## src/rtl/riscv_pkg.sv

```systemverilog
// Shared definitions for the 5-stage RISC-V core control logic.
//
// Contents:
//   BT_BEQ..BT_BGE     encodings of the ALU decoder's BranchType field
//   FWD_RF/FWD_M/FWD_W EX-stage operand forward-select codes
//   hz_state_t         registered hazard-controller state (RUN/STALL/FLUSH)
package riscv_pkg;

  // Branch comparison kinds produced by the ALU decoder
  localparam logic [1:0] BT_BEQ = 2'b00;
  localparam logic [1:0] BT_BNE = 2'b01;
  localparam logic [1:0] BT_BLT = 2'b10;
  localparam logic [1:0] BT_BGE = 2'b11;

  // Operand source select for the EX-stage ALU inputs
  localparam logic [1:0] FWD_RF = 2'b00;
  localparam logic [1:0] FWD_M  = 2'b10;
  localparam logic [1:0] FWD_W  = 2'b01;

  // Hazard controller state, visible on the hz_state port
  typedef enum logic [1:0] {
    HZ_RUN   = 2'b00,
    HZ_STALL = 2'b01,
    HZ_FLUSH = 2'b10
  } hz_state_t;

endpackage

```

## src/rtl/hazard_ctrl_branch_cond.sv

```systemverilog
// branch_cond: evaluates a conditional branch from the ALU flags.
//
// Ports:
//   BranchTypeE  in  2  00 beq, 01 bne, 10 blt, 11 bge
//   ZeroE        in  1  ALU result == 0
//   LtE          in  1  signed less-than result of the ALU
//   taken        out 1  branch condition holds
//
// Kept as its own module so an early-branch-in-D variant can reuse it.
module branch_cond
  import riscv_pkg::*;
(
  input  logic [1:0] BranchTypeE,
  input  logic       ZeroE,
  input  logic       LtE,
  output logic       taken
);

  // beq/bne test the zero flag, blt/bge test the signed less-than flag
  always_comb begin
    taken = 1'b0;
    case (BranchTypeE)
      BT_BEQ:  taken = ZeroE;
      BT_BNE:  taken = ~ZeroE;
      BT_BLT:  taken = LtE;
      BT_BGE:  taken = ~LtE;
      default: taken = 1'b0;
    endcase
  end

endmodule

```

## src/rtl/hazard_ctrl.sv

```systemverilog
// hazard_ctrl: pipeline hazard controller for the 5-stage RISC-V core.
//
// Selects EX-stage operand forwarding, detects load-use stalls, resolves
// branches/jumps in EX and drives PC redirect, stalls and flushes. Keeps a
// registered hazard state and saturating stall/flush event counters.
//
// Parameters:
//   CNT_W  width of the stall/flush event counters
//   REG_AW register-index width
//
// Ports:
//   clk, reset               clock (rising edge), async active-high reset
//   Rs1D, Rs2D               source registers of the instruction in D
//   Rs1E, Rs2E               source registers of the instruction in E
//   RdE, RdM, RdW            destination registers in E/M/W
//   LoadE                    E-stage instruction is a load
//   RegWriteM, RegWriteW     M/W stages write the register file
//   BranchE, JumpE           E-stage conditional branch / jal-jalr
//   BranchTypeE, ZeroE, LtE  branch kind and ALU flags
//   ForwardAE, ForwardBE     operand source select (00 RF, 10 M, 01 W)
//   StallF, StallD           hold PC / IF-ID register
//   FlushD, FlushE           bubble IF-ID / ID-EX register
//   PCSrcE                   take branch/jump target
//   hz_state                 registered state 00 RUN, 01 STALL, 10 FLUSH
//   stall_cnt, flush_cnt     saturating event counters
//
// Configuration macro HAZARD_PERF_EN: when defined, stall_cnt counts cycles
// with StallD=1 and flush_cnt counts cycles with PCSrcE=1, both saturating.
// When undefined, no counter flops exist and both outputs read 0.
module hazard_ctrl
  import riscv_pkg::*;
#(
  parameter int CNT_W  = 16,
  parameter int REG_AW = 5
) (
  input  logic              clk,
  input  logic              reset,
  input  logic [REG_AW-1:0] Rs1D,
  input  logic [REG_AW-1:0] Rs2D,
  input  logic [REG_AW-1:0] Rs1E,
  input  logic [REG_AW-1:0] Rs2E,
  input  logic [REG_AW-1:0] RdE,
  input  logic [REG_AW-1:0] RdM,
  input  logic [REG_AW-1:0] RdW,
  input  logic              LoadE,
  input  logic              RegWriteM,
  input  logic              RegWriteW,
  input  logic              BranchE,
  input  logic              JumpE,
  input  logic [1:0]        BranchTypeE,
  input  logic              ZeroE,
  input  logic              LtE,
  output logic [1:0]        ForwardAE,
  output logic [1:0]        ForwardBE,
  output logic              StallF,
  output logic              StallD,
  output logic              FlushD,
  output logic              FlushE,
  output logic              PCSrcE,
  output logic [1:0]        hz_state,
  output logic [CNT_W-1:0]  stall_cnt,
  output logic [CNT_W-1:0]  flush_cnt
);

  hz_state_t state;
  hz_state_t stateNext;
  logic      takenE;
  logic      lwStall;
  logic      stallEvt;

  branch_cond u_branch_cond (
    .BranchTypeE (BranchTypeE),
    .ZeroE       (ZeroE),
    .LtE         (LtE),
    .taken       (takenE)
  );

  assign PCSrcE  = JumpE | (BranchE & takenE);
  assign lwStall = LoadE && (RdE != '0) && ((RdE == Rs1D) || (RdE == Rs2D));
  // A redirect already discards the D-stage instruction, so stalling it
  // as well would only add a second bubble.
  assign stallEvt = lwStall & ~PCSrcE;

  // State register
  always_ff @(posedge clk or posedge reset) begin
    if (reset) begin
      state <= HZ_RUN;
    end else begin
      state <= stateNext;
    end
  end

  // Next state depends only on the current cycle's hazards, so a stall
  // lasts exactly as long as the load-use condition is seen and any state
  // falls back to RUN once no hazard is present.
  always_comb begin
    stateNext = HZ_RUN;
    if (PCSrcE) begin
      stateNext = HZ_FLUSH;
    end else if (stallEvt) begin
      stateNext = HZ_STALL;
    end
  end

  // Combinational outputs: forwarding with M priority over W, and the
  // stall/flush controls.
  always_comb begin
    ForwardAE = FWD_RF;
    if (RegWriteM && (RdM != '0) && (RdM == Rs1E)) begin
      ForwardAE = FWD_M;
    end else if (RegWriteW && (RdW != '0) && (RdW == Rs1E)) begin
      ForwardAE = FWD_W;
    end

    ForwardBE = FWD_RF;
    if (RegWriteM && (RdM != '0) && (RdM == Rs2E)) begin
      ForwardBE = FWD_M;
    end else if (RegWriteW && (RdW != '0) && (RdW == Rs2E)) begin
      ForwardBE = FWD_W;
    end

    StallF = stallEvt;
    StallD = stallEvt;
    FlushE = lwStall | PCSrcE;
    FlushD = PCSrcE;
  end

  assign hz_state = state;

`ifdef HAZARD_PERF_EN
  localparam logic [CNT_W-1:0] CNT_ONE = {{(CNT_W-1){1'b0}}, 1'b1};

  logic [CNT_W-1:0] stallCnt;
  logic [CNT_W-1:0] flushCnt;

  // Event counters stop at all-ones instead of wrapping
  always_ff @(posedge clk or posedge reset) begin
    if (reset) begin
      stallCnt <= '0;
      flushCnt <= '0;
    end else begin
      if (StallD && (stallCnt != '1)) begin
        stallCnt <= stallCnt + CNT_ONE;
      end
      if (PCSrcE && (flushCnt != '1)) begin
        flushCnt <= flushCnt + CNT_ONE;
      end
    end
  end

  assign stall_cnt = stallCnt;
  assign flush_cnt = flushCnt;
`else
  assign stall_cnt = '0;
  assign flush_cnt = '0;
`endif

endmodule

```

## config.mk

```make
export PLATFORM = sky130hd
export DESIGN_NAME = hazard_ctrl
export DESIGN_NICKNAME = d
export VERILOG_FILES = /design/src/rtl/riscv_pkg.sv /design/src/rtl/hazard_ctrl_branch_cond.sv /design/src/rtl/hazard_ctrl.sv
export SDC_FILE = /design/constraint.sdc
export NUM_CORES = 1
export LEC_CHECK = 0
export BUFFER_PORTS_ARGS = -buffer_cell sky130_fd_sc_hd__buf_2
export CAP_MARGIN = 5
export CORE_MARGIN = 1
export CORE_UTILIZATION = 35
export CTS_CLUSTER_SIZE = 12
export DETAILED_ROUTE_END_ITERATION = 16
export PLACE_DENSITY = 0.88
export SYNTH_ARGS = -nofsm -noshare
export SYNTH_HDL_FRONTEND = slang
export SYNTH_SLANG_ARGS = --single-unit
```

## constraint.sdc

```tcl
create_clock -name clk -period 2 [get_ports clk]
set_input_delay 0.2 -clock clk [delete_from_list [all_inputs] [get_ports clk]]
set_output_delay 0.2 -clock clk [all_outputs]
set_load 0.05 [all_outputs]
```

# Yosys cells after proc, flatten, opt, wreduce, memory -nomap -nowiden
# Index checks and enable logic that the tools add are counted.
[word_totals] elab_cells=37 inputBits=46 register_bits=2
[classes] eq_ne=9 reduce_logical=13 n_bitwise=7 muxes=7
[op_table] operator="5-bit equality test" count=6
[op_table] operator="5-bit nonzero test" count=3
[op_table] operator="1-bit logical AND" count=8
[op_table] operator="2-bit two-way mux" count=3
[op_table] operator="2-bit equality test (second input constant)" count=2
[op_table] operator="1-bit one-hot mux with 4 select lines" count=1
[op_table] operator="1-bit two-way mux" count=3
[op_table] operator="1-bit inverter" count=3
[op_table] operator="1-bit AND" count=2
[op_table] operator="2-bit by 1-bit equality test with 1-bit output (second input constant)" count=1
[op_table] operator="2-bit zero test" count=1
[op_table] operator="1-bit OR" count=2
[op_table] operator="1-bit logical OR" count=1

# Longest topological paths before layout
# Gate-level depths: netlist (run 1).
[logic_depth] depth_word=8 depth_mapped=5 mapped_depth_nobuf=4

# Modules after synthesis
# A second synthesis (run 1) with hierarchy kept.
[hier_totals] hier_cells=92 hier_area_um2=743.2
[modules_own_cells] mod="hazard_ctrl" n_inst=1 seq_area_each_um2=50.0 cells_per_inst=90 area_per_inst_um2=724.4
[modules_own_cells] mod="branch_cond" n_inst=1 seq_area_each_um2=0.0 cells_per_inst=2 area_per_inst_um2=18.8

# Worst setup path before layout (run 1)
# Ideal clock, no wire load.
[synth_timing] path_kind="in2out" from="input port RdM[0]" to="output port ForwardAE[0]" required_ns=1.800 path_stages=4 slack_ns=-0.718 t_arrival_ns=2.518 n_path_buf=0 path_cell_list="or4_1 o21ai_2 nor4_1 nor4_2"
[synth_via] elab_chain_cells=4 elab_cells_between_ends=5
[synth_lines] item="start, declared" line="hazard_ctrl.sv:43" rtl="input logic [REG_AW-1:0] RdM,"
[synth_lines] item="5-bit nonzero test" line="hazard_ctrl.sv:109" rtl="if (RegWriteM && (RdM != '0) && (RdM == Rs1E)) begin"
[synth_lines] item="1-bit logical AND" line="hazard_ctrl.sv:109"
[synth_lines] item="1-bit logical AND *" line="hazard_ctrl.sv:109"
[synth_lines] item="2-bit two-way mux *" line="hazard_ctrl.sv:109"
[synth_lines] item="end, declared" line="hazard_ctrl.sv:53" rtl="output logic [1:0] ForwardAE,"
# Mark *: on every way between the ends. The rest lies on a longest branch, timed or not.

# Worst setup path after layout (run 1)
[layout_timing] from="input port RdM[4]" to="output port ForwardAE[0]"
# The elaborated chain is that of the path after synthesis.

==> flow_summary.ini, run 1 <==
[routing]
drt_iter0_markers = 3
vias = 718
wl_per_cell_um = 9.59
first_pass_iters = 4
drc = 0
viasPerCell = 4.08
routed_wl_um = 1690
ant_nets = 0

[sta]
tns_ns = 0
rsz0062_at_grt = false
slew_viol_final = 0
setup_violations = 0
layout_min_cycle_time_ns = 1.90
hold_viol = 0
fmax_mhz = 527
fin_crit_sh = 0.949

[global_route]
grt_max_degree = 6
grt_overflow = 0
grt_usage = 0.125
globalRoute.busiestLayer = met2
met2_usage = 0.246
grt_pass1_wl_um = 2010
grt_util_met3 = 0.0340
grtUsageMet1 = 0.128
antenna_found_initial = 0
grt_pass1_vias = 550

[clock_network]
cts_setup_buffers = 0
tritoncts = built
htreeDepth = 1
clk_pin_slew_ns = 0.03
post_cts_resized = 0
cts_buffers = 3
clockBufferDepth = 2
clkSinkCount = 2
clock-root-buffer = clkbuf_4

[finish]
area_delta_synth_final_pct = 33.5
nFillCells = 204
nets = 197
largest_reg_flops = 2
n_antenna_cell = 0
final_common_cell = buf_2
drive_above_1_share = 0.436
mostFrequentLayoutCells = 56 x buf_2, 32 x conb_1, 24 x xor2_1

[floorplan]
die_y_um = 48.1
initial_core_util = 0.375
die_x_um = 48.1
ioPinCount = 89
core_um2 = 1980
rows = 16
die-area_um2 = 2310

[critical_path]
worst-path-max-fanout = 3
cp_data_arrival_time_ns = 1.70
cp.required_ns = 1.80
worst_setup_path_start_kind = primary input
crit_type = primary input to output pin
crit_path_end_kind = output pin
worstSetupStartpoint = RdM[4]
crit_path_end = ForwardAE[0]

[synthesis]
synth_cells = 92
synth_area_um2 = 743
yosysUniqueCellTypes = 19
ys_ff_latch = 2
syn_avg_cell_area_um2 = 8.08
ys_seq_area_frac = 0.0673
async_reset_ff_frac = 1.00
synth_ff_type = dfrtp_1
synth_warnings = 0
synth_edf_count = 0

[power]
max-vdd-ir-drop_mv = 0.292
power_density_nw_per_um2 = 451
power_mw = 0.448
leakage_nw = 0.541

[placed_design]
portBuffers = 56
hpwlAfterDp_um = 1550
gp_congestion = 0.774

[worst_hold_path]
hold_path_class = primary input to flip-flop

[outcome]
status = complete, no violations

[run]
max-cap-violations = 0
==> worst max-delay path, cell delays in order <==
cell and delay, ns:
buf_2 0.12, or4_1 0.53, o21ai_2 0.18, nor4_2 0.10
nor4_4 0.27, buf_2 0.30
==> worst min-delay path by stage <==
stage	startpoint	endpoint	slack (ns)	cells past startpoint
final	JumpE	hz_state[1]	0.31	2
after global placement	reset	hz_state[0]	0.05	2
after global routing	JumpE	hz_state[1]	0.32	2
after floorplan	reset	hz_state[0]	-0.06	1
after CTS	JumpE	hz_state[1]	0.30	2
after detailed placement	reset	hz_state[0]	0.05	2
==> stage by stage <==
stage | instance area (um^2) | std cells | setup slack (ns) | hold WS [ns] | utilization
final | 992 | 176 | 0.101 | 0.310 | 0.501
after global routing | 992 | 176 | 0.0142 | 0.322 | 0.501
after CTS | 992 | 176 | 0.0869 | 0.304 | 0.501
after detailed placement | 960 | 172 | 0.0788 | 0.0491 | 0.484
after global placement | 960 | 172 | 0.102 | 0.0470 | 0.484
after floorplan | 901 | 123 | 0.0323 | -0.0588 | -
==> per-layer routing <==
| metal | part of all wire | up-vias |
|---|---|---|
| met5 | 0 | - |
| met2 | 0.49 | 56 |
| li1 | - | 354 |
| met3 | 0.15 | 0 |
| met4 | 0 | 0 |
| met1 | 0.36 | 308 |
==> logic make-up after synthesis <==
kind of cell | synth area share
buffers and inverters | 0.348
xor gates and xnor gates | 0.365
and+or+nand+nor | 0.145
AOI/OAI and AO/OA | 0.0556
DFF | 0.0673
muxes | 0.0135
other | 0.00505
==> layout make-up <==
cell class / instances / area [um^2] / area share
multi-input combinational: 86 / 592 / 0.596
timing repair buffer: 57 / 290 / 0.293
sequential: 2 / 50.0 / 0.0504
tap: 27 / 33.8 / 0.0340
clock buffer: 3 / 22.5 / 0.0227
inverter: 1 / 3.75 / 0.00378
==> power by group <==
part	total, mW	leakage, nW	internal (mW)	switching (mW)
clock	0.0854	0.0138	0.0659	0.0195
combinational	0.319	0.502	0.0797	0.239
sequential	0.0431	0.0249	0.0427	0.000387
total	0.448	0.541	0.188	0.259
==> timing repair <==
item                                    4_1_cts  5_1_grt
endpoints found under the setup margin        0        0
endpoints found under the hold margin         2        0
hold buffers                                  1        0
==> synthesized netlist by cell type, types with 2 or more instances <==
cell type / count / area (um^2)
buf_4: 34 / 255
xor2_1: 24 / 210
xnor2_1: 7 / 61.3
or4_1: 5 / 37.5
nor3_1: 3 / 15.0
dfrtp_1: 2 / 50.1
nand3_1: 2 / 10.0
nor2_1: 2 / 7.51
nor4_1: 2 / 12.5
nor4_2: 2 / 25.0
Note: power is estimated with default switching activity, not from simulation.
==> inputs of run 2 (changes only) <==
ABC_AREA = 1   (was not set)
CORE_UTILIZATION = 39   (was 35)
CTS_BUF_LIST = sky130_fd_sc_hd__clkbuf_8   (was not set)
PLACE_DENSITY = 0.91   (was 0.88)
SKIP_LAST_GASP = 1   (was not set)
==> run 2 against run 1 <==
Final cell count grew 30%. Cell area grew 10%. Largest cell class unchanged. Critical path depth grew 1. Via count grew 28%. Worst setup slack gained 0.52 ns. Count of clock-buffer cells in the layout is the same. Combinational power grew 3%. Non-clock buffer count is the same. Worst hold slack lost 0.023 ns.
==> flow_summary.ini, run 2 <==
[clock_network]
htreeDepth = 1
clk_pin_slew_ns = 0.03
clock-root-buffer = clkbuf_8
clkSinkCount = 2
cts_buffers = 3
cts_setup_buffers = 0
clockBufferDepth = 2
tritoncts = built

[routing]
viasPerCell = 4.04
drt_iter0_markers = 17
wl_per_cell_um = 8.06
routed_wl_um = 1840
ant_nets = 0
first_pass_iters = 4
vias = 921
drc = 0

[synthesis]
async_reset_ff_frac = 1.00
synth_area_um2 = 865
yosys.area.top_type = buf_4
synth_warnings = 0
yosys-top-cells-count = 34 x buf_4, 34 x nand2_1, 16 x xnor2_1
ys_top_cells_by_area = buf_4 30%, xnor2_1 16%, nand2_1 15%
syn_avg_cell_area_um2 = 6.00
ys_ff_latch = 2
yosysUniqueCellTypes = 19
synth_cells = 144
synth_edf_count = 0
synth_top_area_share = 0.295
synth_ff_type = dfrtp_1
ys_seq_area_frac = 0.0579

[finish]
n_antenna_cell = 0
layoutNonFillerInstCount = 228
mostFrequentLayoutCells = 56 x buf_2, 34 x nand2_1, 32 x conb_1
final_common_cell = buf_2
nFillCells = 212
post-route-util = 0.540
largest_reg_flops = 2
drive_above_1_share = 0.338
area_delta_synth_final_pct = 26.2
nets = 249

[floorplan]
die_x_um = 49.1
core_um2 = 2020
initial_core_util = 0.428
rows = 16
die-area_um2 = 2410
ioPinCount = 89
die_y_um = 49.1

[placed_design]
portBuffers = 56
gp_congestion = 0.745
hpwlAfterDp_um = 1650
place_inst = 224

[critical_path]
cp_cell_sequence = buf_2 -> o21ai_0 -> nand2_1 -> nand3_1 -> nand2_1 -> nor2_2 -> buf_2
slowest_delay_ns = 0.28
cp.required_ns = 1.80
worst-path-max-fanout = 5
crit_type = primary input to output pin
crit_path_end_kind = output pin
worst_setup_path_start_kind = primary input
cp_data_arrival_time_ns = 1.18
cp_slowest_cell = buf_2

[global_route]
grt_pass1_vias = 790
grt_usage = 0.150
grt_pass1_wl_um = 2910
grt_max_degree = 6
antenna_found_initial = 0
grt_overflow = 0

[worst_hold_path]
hold_path_class = primary input to flip-flop
whs_path_depth = 3

[sta]
layout_min_cycle_time_ns = 1.38
tns_ns = 0
slew_viol_final = 0
hold_ws_ns = 0.287
rsz0062_at_grt = false
hold_viol = 0
setup_violations = 0
fmax_mhz = 723
fin_crit_sh = 0.691

[power]
max-vdd-ir-drop_mv = 0.519
leakage_nw = 0.684
power_density_nw_per_um2 = 486

[run]
max-cap-violations = 0

[outcome]
status = complete, no violations
run 2: layout make-up:
| cell class | count | area [um^2] | area share |
|---|---|---|---|
| Timing Repair Buffer | 57 | 290 | 0.266 |
| Tap cell | 27 | 33.8 | 0.0310 |
| Multi-Input combinational cell | 120 | 604 | 0.554 |
| Inverter | 19 | 71.3 | 0.0654 |
| Sequential cell | 2 | 50.0 | 0.0459 |
| Clock buffer | 3 | 41.3 | 0.0378 |
run 2: path summary, 6_finish.rpt:
kind                               end           start  slack (ns)
min in group asynchronous  hz_state[1]           reset        0.40
max in group asynchronous  hz_state[0]           reset        1.49
min                        hz_state[1]           JumpE        0.29
max                             StallD  BranchTypeE[1]        0.62
run 2: what timing repair did:
action	in CTS	in global routing
resized for setup	0	0
hold buffers	1	0
hold endpoints to repair	2	0
run 2: worst max-delay path: cells and delay by family:
kind / cells / cell delay [ns]
and+or+nand+nor: 4 / 0.44
buffers and inverters: 2 / 0.39
AOI/OAI and AO/OA: 1 / 0.16
run 2: routing by layer:
| metal | share of wire | GRT usage | vias up |
|---|---|---|---|
| met2 | 0.53 | 0.317 | 59 |
| met1 | 0.37 | 0.143 | 380 |
| met4 | 0 | 0 | 0 |
| li1 | - | - | 482 |
| met3 | 0.095 | 0.0467 | 0 |
| met5 | 0 | 0 | - |
run 2: logic make-up (layout without fill, tap and decap cells):
family                 after synthesis  in the layout  synth area share
AND/OR/NAND/NOR                     61             61             0.301
buffers and inverters               53             79             0.378
XOR/XNOR                            22             22             0.223
AO/OA/AOI/OAI                        5              5            0.0362
flip-flops                           2              2            0.0579
other                                1             32           0.00434
run 2: per-stage QoR:
stage / total power, mW / instance area (um^2) / setup slack [ns]
3_5_place_dp: 0.371 / 1040 / 0.638
2_1_floorplan: 0.341 / 981 / 0.0586
3_3_place_gp: 0.368 / 1040 / 0.665
6_report: 0.530 / 1090 / 0.618
5_1_grt: 0.564 / 1090 / 0.459
4_1_cts: 0.533 / 1090 / 0.627
run 2: where the power goes:
part	internal, mW	switching, mW	leakage, nW	total (mW)
registers	0.0426	0.000342	0.0248	0.0430
clock network	0.127	0.0293	0.0216	0.156
logic	0.0857	0.245	0.638	0.330
total	0.255	0.274	0.684	0.530
==> inputs of run 3 (changes only) <==
CORE_UTILIZATION = 33   (was 39)
PLACE_DENSITY = 0.82   (was 0.91)
clock period = 1.1 ns   (was 2 ns; I/O delays follow)
==> run 3 against run 2 <==
The flow now finishes with violations (negative setup slack). Wire length increased by 61%. Global-route usage up 1.6 points. Cell area up 45%. Non-clock buffer count rose by 3. Worst setup slack got worse by 0.72 ns. First-iteration DRC count decreased by 29%. Clock power is 94% higher. Total power increased by 130%. Sequential power grew 83%.
==> flow_summary.ini, run 3 (synthesis results as in run 2) <==
[placed_design]
dpl_cell_area_um2 = 1130
hpwlAfterDp_um = 1790
gp_congestion = 0.826
portBuffers = 56

[global_route]
grt_max_degree = 6
antenna_found_initial = 0
grt_usage = 0.166
grt_pass1_vias = 798
grt_overflow = 0
grt_pass1_wl_um = 3190

[floorplan]
die_y_um = 53.2
rows = 18
core_um2 = 2480
ioPinCount = 89
die_x_um = 53.2
die-area_um2 = 2830
initial_core_util = 0.349

[sta]
layout_min_cycle_time_ns = 1.20
setup_violations = 5
fin_crit_sh = 1.09
hold_viol = 0
hold_ws_ns = 0.281
slew_viol_final = 0
fmax_mhz = 834
finalWorstSetupSlack_ns = -0.0987
rsz0062_at_grt = true

[power]
max-vdd-ir-drop_mv = 0.600
power_density_nw_per_um2 = 760
leakage_nw = 0.854

[run]
max-cap-violations = 0

[outcome]
status = finished with violations
violations = negative setup slack

[clock_network]
clkSinkCount = 2
clock-root-buffer = clkbuf_8
cts_buffers = 3
htreeDepth = 1
tritoncts = built
clockBufferDepth = 2
clk_pin_slew_ns = 0.03

[finish]
mostFrequentLayoutCells = 32 x conb_1, 26 x nand2_1, 22 x buf_2
final_common_cell = conb_1
nFillCells = 204
largest_reg_flops = 2
drive_above_1_share = 0.505
nets = 252
post-route-util = 0.638
area_delta_synth_final_pct = 82.9
n_antenna_cell = 0
final_area_um2 = 1580

[worst_hold_path]
whs_path_depth = 4
hold_path_class = primary input to flip-flop

[routing]
drt_iter0_markers = 12
ant_nets = 0
first_pass_iters = 4
drc = 0
routed_wl_um = 2950
vias = 1014
viasPerCell = 4.33
wl_per_cell_um = 12.6

[critical_path]
crit_path_end = ForwardBE[0]
worst-path-max-fanout = 3
cp.required_ns = 0.99
cp_data_arrival_time_ns = 1.09
crit_path_end_kind = output pin
crit_type = primary input to output pin
worstSetupStartpoint = RdW[3]
worst_setup_path_start_kind = primary input
-- run 3: repair_timing --
action                                 4_1_cts  5_1_grt
buffers inserted                             1        1
setup endpoints to repair                    7        9
endpoints found under the hold margin        2        0
gates resized for setup                     26       76
pin swaps                                   16       45
hold buffers                                 1        0
-- run 3: worst min path at each step --
stage           from          end
2_1_floorplan  reset  hz_state[0]
3_3_place_gp   reset  hz_state[0]
3_5_place_dp   reset  hz_state[0]
4_1_cts        JumpE  hz_state[1]
5_1_grt        JumpE  hz_state[1]
6_report       JumpE  hz_state[1]
-- run 3: final cells by class --
class                      count  area (um^2)  area share
multi-input combinational    120          817       0.517
clock buffer                   3         41.3      0.0261
sequential                     2         50.0      0.0316
timing repair buffer          60          559       0.354
tap                           30         37.5      0.0237
inverter                      19         76.3      0.0483
-- run 3: power breakdown --
| part | switching [mW] | internal [mW] |
|---|---|---|
| registers | 0.000946 | 0.0775 |
| clock network | 0.0698 | 0.232 |
| logic | 0.530 | 0.291 |
-- run 3: worst max-delay path: stages --
cell and delay [ns]:
buf_6 0.10, xor2_1 0.17, nor3_1 0.26, nand2_1 0.15, nor2_4 0.15, buf_8 0.15
-- run 3: per-stage QoR --
stage,TNS [ns],setup slack (ns),total power [mW],cells
2_1_floorplan,-0.264,-0.102,0.651,175
5_1_grt,-0.506,-0.129,1.27,234
4_1_cts,-0.0260,-0.0260,1.06,233
3_5_place_dp,-0.682,-0.117,0.718,228
3_3_place_gp,-0.532,-0.100,0.708,228
6_report,-0.239,-0.0987,1.20,234
-- run 3: routing by layer --
layer	vias up	GRT usage	routed length, um	share of wire
li1	495	-	-	-
met1	447	0.150	810	0.27
met2	59	0.331	1780	0.60
met3	13	0.0374	217	0.074
met4	0	0.0921	142	0.048
met5	-	0	0	0
